File: config.mk
export PLATFORM = sky130hd
export DESIGN_NAME = load_store_unit
export DESIGN_NICKNAME = d
export VERILOG_FILES = /design/src/rtl/load_store_unit.sv
export SDC_FILE = /design/constraint.sdc
export NUM_CORES = 1
export LEC_CHECK = 0
export CAP_MARGIN = 20
export CELL_PAD_IN_SITES_DETAIL_PLACEMENT = 1
export CELL_PAD_IN_SITES_GLOBAL_PLACEMENT = 2
export CORE_ASPECT_RATIO = 0.75
export CORE_MARGIN = 3
export CORE_UTILIZATION = 22
export DETAILED_ROUTE_END_ITERATION = 6
export HOLD_SLACK_MARGIN = 0.06
export MAX_ROUTING_LAYER = met4
export PLACE_DENSITY = 0.82
export SYNTH_ARGS = -nofsm -noshare
export SYNTH_HDL_FRONTEND = slang
export SYNTH_SLANG_ARGS = --single-unit
File: constraint.sdc
create_clock -name clk -period 3.5 [get_ports clk]
set_clock_uncertainty 0.2 [all_clocks]
set_input_delay 0.35 -clock clk [delete_from_list [all_inputs] [get_ports clk]]
set_output_delay 0.35 -clock clk [all_outputs]
set_load 0.01 [all_outputs]
File: src/rtl/load_store_unit.sv
// load_store_unit: single-outstanding lw/sw bridge between the core and a
// handshaked data memory. IDLE accepts a request, ACCESS drives the memory
// strobes until mem_ack or the timeout counter expires, RESP pulses the
// response for one cycle.
// Optional build macro LSU_ALIGN_CHECK_EN: misaligned requests skip ACCESS
// and answer with resp_err=1 straight from IDLE.
module load_store_unit #(
  parameter int TIMEOUT = 16,
  parameter int ADDR_W  = 10
) (
  input  logic              clk,
  input  logic              rst,
  input  logic              req_valid,
  output logic              req_ready,
  input  logic              req_we,
  input  logic [31:0]       req_addr,
  input  logic [31:0]       req_wdata,
  output logic              resp_valid,
  output logic [31:0]       resp_rdata,
  output logic              resp_err,
  output logic              mem_read,
  output logic              mem_write,
  output logic [ADDR_W-1:0] mem_addr,
  output logic [31:0]       mem_wdata,
  input  logic [31:0]       mem_rdata,
  input  logic              mem_ack
);

  typedef enum logic [1:0] {
    IDLE   = 2'd0,
    ACCESS = 2'd1,
    RESP   = 2'd2
  } state_t;

  state_t            state, state_n;
  logic              we_q;
  logic [ADDR_W-1:0] addr_q;
  logic [31:0]       wdata_q;
  logic [7:0]        cnt;
  logic [31:0]       rdata_q;
  logic              err_q;
  logic              misaligned;
  logic              last_try;

`ifdef LSU_ALIGN_CHECK_EN
  assign misaligned = (req_addr[1:0] != 2'b00);
  logic unused_addr_bits;
  assign unused_addr_bits = ^req_addr[31:ADDR_W+2];
`else
  // Byte offset is deliberately ignored: the access goes to the enclosing word.
  assign misaligned = 1'b0;
  logic unused_addr_bits;
  assign unused_addr_bits = ^{req_addr[31:ADDR_W+2], req_addr[1:0]};
`endif

  // Final ACCESS cycle before the timeout fires; an ack here still succeeds.
  assign last_try = (cnt == 8'd1);

  // State register; reset aborts any access in flight without a response.
  // NOTE: sequential state uses non-blocking (<=) so every flop samples
  // pre-edge values and simulation matches the synthesized netlist.
  always_ff @(posedge clk or posedge rst) begin
    if (rst) state <= IDLE;
    else     state <= state_n;
  end

  // Next-state logic; mem_ack is only looked at while in ACCESS.
  // NOTE: state_n gets a default before the case so no path leaves it
  // unassigned, which would otherwise infer a latch.
  always_comb begin
    state_n = state;
    case (state)
      IDLE:    if (req_valid) state_n = misaligned ? RESP : ACCESS;
      ACCESS:  if (mem_ack || last_try) state_n = RESP;
      RESP:    state_n = IDLE;
      default: state_n = IDLE;
    endcase
  end

  // Request latch, timeout counter and response capture.
  always_ff @(posedge clk or posedge rst) begin
    if (rst) begin
      we_q    <= 1'b0;
      addr_q  <= '0;
      wdata_q <= '0;
      cnt     <= '0;
      rdata_q <= '0;
      err_q   <= 1'b0;
    end else begin
      case (state)
        IDLE: begin
          if (req_valid) begin
            we_q    <= req_we;
            addr_q  <= req_addr[ADDR_W+1:2];
            wdata_q <= req_wdata;
            cnt     <= 8'(TIMEOUT);
            rdata_q <= '0;
            err_q   <= misaligned;
          end
        end
        ACCESS: begin
          if (mem_ack) begin
            rdata_q <= we_q ? 32'd0 : mem_rdata;
            err_q   <= 1'b0;
          end else begin
            cnt <= cnt - 8'd1;
            if (last_try) begin
              rdata_q <= '0;
              err_q   <= 1'b1;
            end
          end
        end
        default: ;
      endcase
    end
  end

  // Moore outputs decoded from state so reset clears them immediately.
  always_comb begin
    req_ready  = (state == IDLE);
    resp_valid = (state == RESP);
    mem_read   = (state == ACCESS) && !we_q;
    mem_write  = (state == ACCESS) &&  we_q;
  end

  assign mem_addr   = addr_q;
  assign mem_wdata  = wdata_q;
  assign resp_rdata = rdata_q;
  assign resp_err   = err_q;

endmodule

==> results.cfg <==
[status]
status = complete, no violations

[placed_design]
port_buffers = 157
place.gp.congestion = 0.762
dp_cells = 728
dp_hpwl_mm = 7.92

[cells_and_area]
num_antenna_cells = 0
utilization_pct = 37.1
final_layout_size_suffix_gt1_share_pct = 6.11
fillCellCount = 1763
stdcell_count = 745
area_growth_pct = 60.9
final_common_cell = clkdlybuf4s50_1
final_nets = 638
layout_common_cells = clkdlybuf4s50_1 (157), nand2_1 (132), dfrtp_1 (86)

[sta]
hold_viol = 0
slew_headroom_pct = 52.7
whs_ns = 0.227
setup_viol = 0
min_period_ns = 2.36
worstMarginPinSlew_ns = 0.709
rsz0062_at_grt = false
timing.fmax_mhz = 424
finalSetupTns_ns = 0
period_share_pct = 67.3
maxSlewViolCount = 0

[worst_setup_path]
setup.worst_path.class = register to register
worstRegToRegCells = 6
rrSetupSlack_ns = 1.14
cp.required_ns = 3.50
start_kind = register
rr_startpoint = cnt[1]$_DFFE_PP0P_
worstPathArrival_ns = 2.36
r2r-end = resp_rdata[22]$_DFFE_PP0P_
path_max_fanout = 19
critPathSlowestCell = o21ai_2
cp-end-kind = register
max_stage_delay_ns = 0.57
path_cells = inv_1 > ha_1 > or3b_2 > o21ai_2 > buf_6 > o21ai_0

[global_routing]
grt_pass1_wl_mm = 17.9
antenna_found_initial = 0
gr-usage-all-layers_pct = 12.7
grt_overflow = 0
grt_pass1_vias = 3494
grt_max_degree = 48

[detailed_routing]
wl_per_cell_um = 14.9
drc_errors = 0
vias = 3225
dr.pass1.iters = 4
viasPerCell = 4.33
routed_wl_mm = 11.1
drtAntennaViolNets = 0
drt-initial-drc-count = 87

[pwr]
p_int_uw = 3190
switching_share_pct = 34.0
power.switching_uw = 1640
powerDensity_nw_per_um2 = 832
leakagePower_uw = 0.00254
seqPwrFrac_pct = 35.6
p_clk_share_pct = 23.3
comb_power_share_pct = 41.1
ir_drop_uv = 300

[synth]
synthesis.nets = 485
ys_warn_count = 0
synth_area_leaders = dfrtp_1 (60%), nand2_1 (14%), a22oi_1 (6.7%)
synth_edf_count = 0
yosysTopAreaCell = dfrtp_1
ys_seq_area_share_pct = 59.6
ys_ff_latch = 86
synth_top_area_share_pct = 59.6
synthArstFlopShare_pct = 100
syn_avg_cell_area_sq_um = 9.46
synthesis.area_sq_um = 3610
yosys_most_used_dff = dfrtp_1
synth_cell_types = 32
postSynthCellCount = 382

[clock_network]
cts_tree = built
clockRootBuffer = clkbuf_16
cts_hold_buf = 0
htree_levels = 3
cts_sinks = 86
clk_pin_slew_ns = 0.06
cts-resized-gates = 0
cts_buffers = 9
clk_latency_ns = 0.33
clk_path_buf_depth = 2
post-cts-setup-buffers = 0

[floorplanning]
die_y_um = 117
design.core.area_sq_um = 15700
num_rows = 39
die_area_sq_um = 18000
die_width_um = 154
boundaryPins = 180
initial_utilization_pct = 23.1

[run]
maxCapViolCount = 0

[hold_path]
min_path_type = input port to async pin
stage by stage:
stage | setup WS, ns | cell area, sq um | power [uW]
global placement | 0.938 | 5420 | 3660
global route | 1.00 | 5810 | 5190
finish | 1.14 | 5810 | 4830
CTS | 1.09 | 5780 | 4910
floorplan | 0.728 | 3610 | 2560
detailed placement | 1.06 | 5440 | 3740
synth_stat cells, types with 2 or more instances:
cell,instances
or3b_2,2
or3_1,3
ha_1,2
nor2_1,2
or4_4,2
a22oi_1,32
o31ai_1,4
nand2_1,132
clkbuf_1,5
buf_2,16
a21oi_1,2
inv_1,36
o21ai_0,35
dfrtp_1,86
nor3b_1,3
or4_1,2
o21bai_1,2
and3b_1,2
cell type report:
cell class / count / area (sq um) / share of cell area (%)
inverters: 36 / 136 / 2.35
clock inverters: 5 / 106 / 1.83
clock buffers: 11 / 243 / 4.18
multi-input cells: 238 / 1240 / 21.4
repair buffers: 164 / 1670 / 28.8
flip-flops and latches: 86 / 2150 / 37.0
well taps: 205 / 256 / 4.41
worst max-delay path by stage:
stage / start / depth (start not counted) / slack, ns / end
floorplan: rst / 1 / 0.73 / cnt[0]$_DFFE_PP0P_
global placement: cnt[1]$_DFFE_PP0P_ / 5 / 0.94 / resp_rdata[20]$_DFFE_PP0P_
detailed placement: mem_ack / 5 / 1.06 / resp_rdata[22]$_DFFE_PP0P_
CTS: cnt[1]$_DFFE_PP0P_ / 6 / 1.09 / resp_rdata[22]$_DFFE_PP0P_
global route: cnt[1]$_DFFE_PP0P_ / 6 / 1.00 / resp_rdata[31]$_DFFE_PP0P_
finish: cnt[1]$_DFFE_PP0P_ / 6 / 1.14 / resp_rdata[22]$_DFFE_PP0P_
power groups by stage:
stage | clock network, uW | registers (uW) | logic (uW)
6_report | 1120 | 1720 | 1990
5_1_grt | 1210 | 1790 | 2190
4_1_cts | 1170 | 1730 | 2010
3_5_place_dp | 0 | 1730 | 2010
2_1_floorplan | 0 | 1850 | 707
3_3_place_gp | 0 | 1710 | 1950
layer usage:
layer | part of all wire, % | track usage, % | vias up
met4 | 0.87 | 3.35 | 0
met5 | 0 | - | -
met2 | 45 | 20.0 | 114
met3 | 7.5 | 4.67 | 9
met1 | 46 | 15.7 | 1552
li1 | - | - | 1550
cells by family (layout without fill, tap and decap cells):
group / count (synthesis) / count (layout) / share of synthesized area (%)
AO/OA/AOI/OAI: 79 / 79 / 13.9
XOR/XNOR: 1 / 1 / 0.243
adder cells (fa/ha/maj): 2 / 2 / 0.693
buffers and inverters: 58 / 216 / 6.62
flip-flops: 86 / 86 / 59.6
multiplexers: 1 / 1 / 0.277
AND/OR/NAND/NOR: 155 / 155 / 18.7
state kept, by name (all words and copies together), names as in the netlist:
register and cells:
mem_addr 10, state 2, resp_rdata 32, mem_wdata 32, cnt 8, we_q 1
resp_err 1
critical path: cells and delay by family, from the launching register on:
family | cells | cell delay [ns]
adders and majority gates | 1 | 0.13
AOI/OAI and AO/OA | 2 | 0.66
buffers and inverters | 2 | 0.33
and+or+nand+nor | 1 | 0.49
DFF | 1 | 0.41
Power figures use the tool's default switching activity.
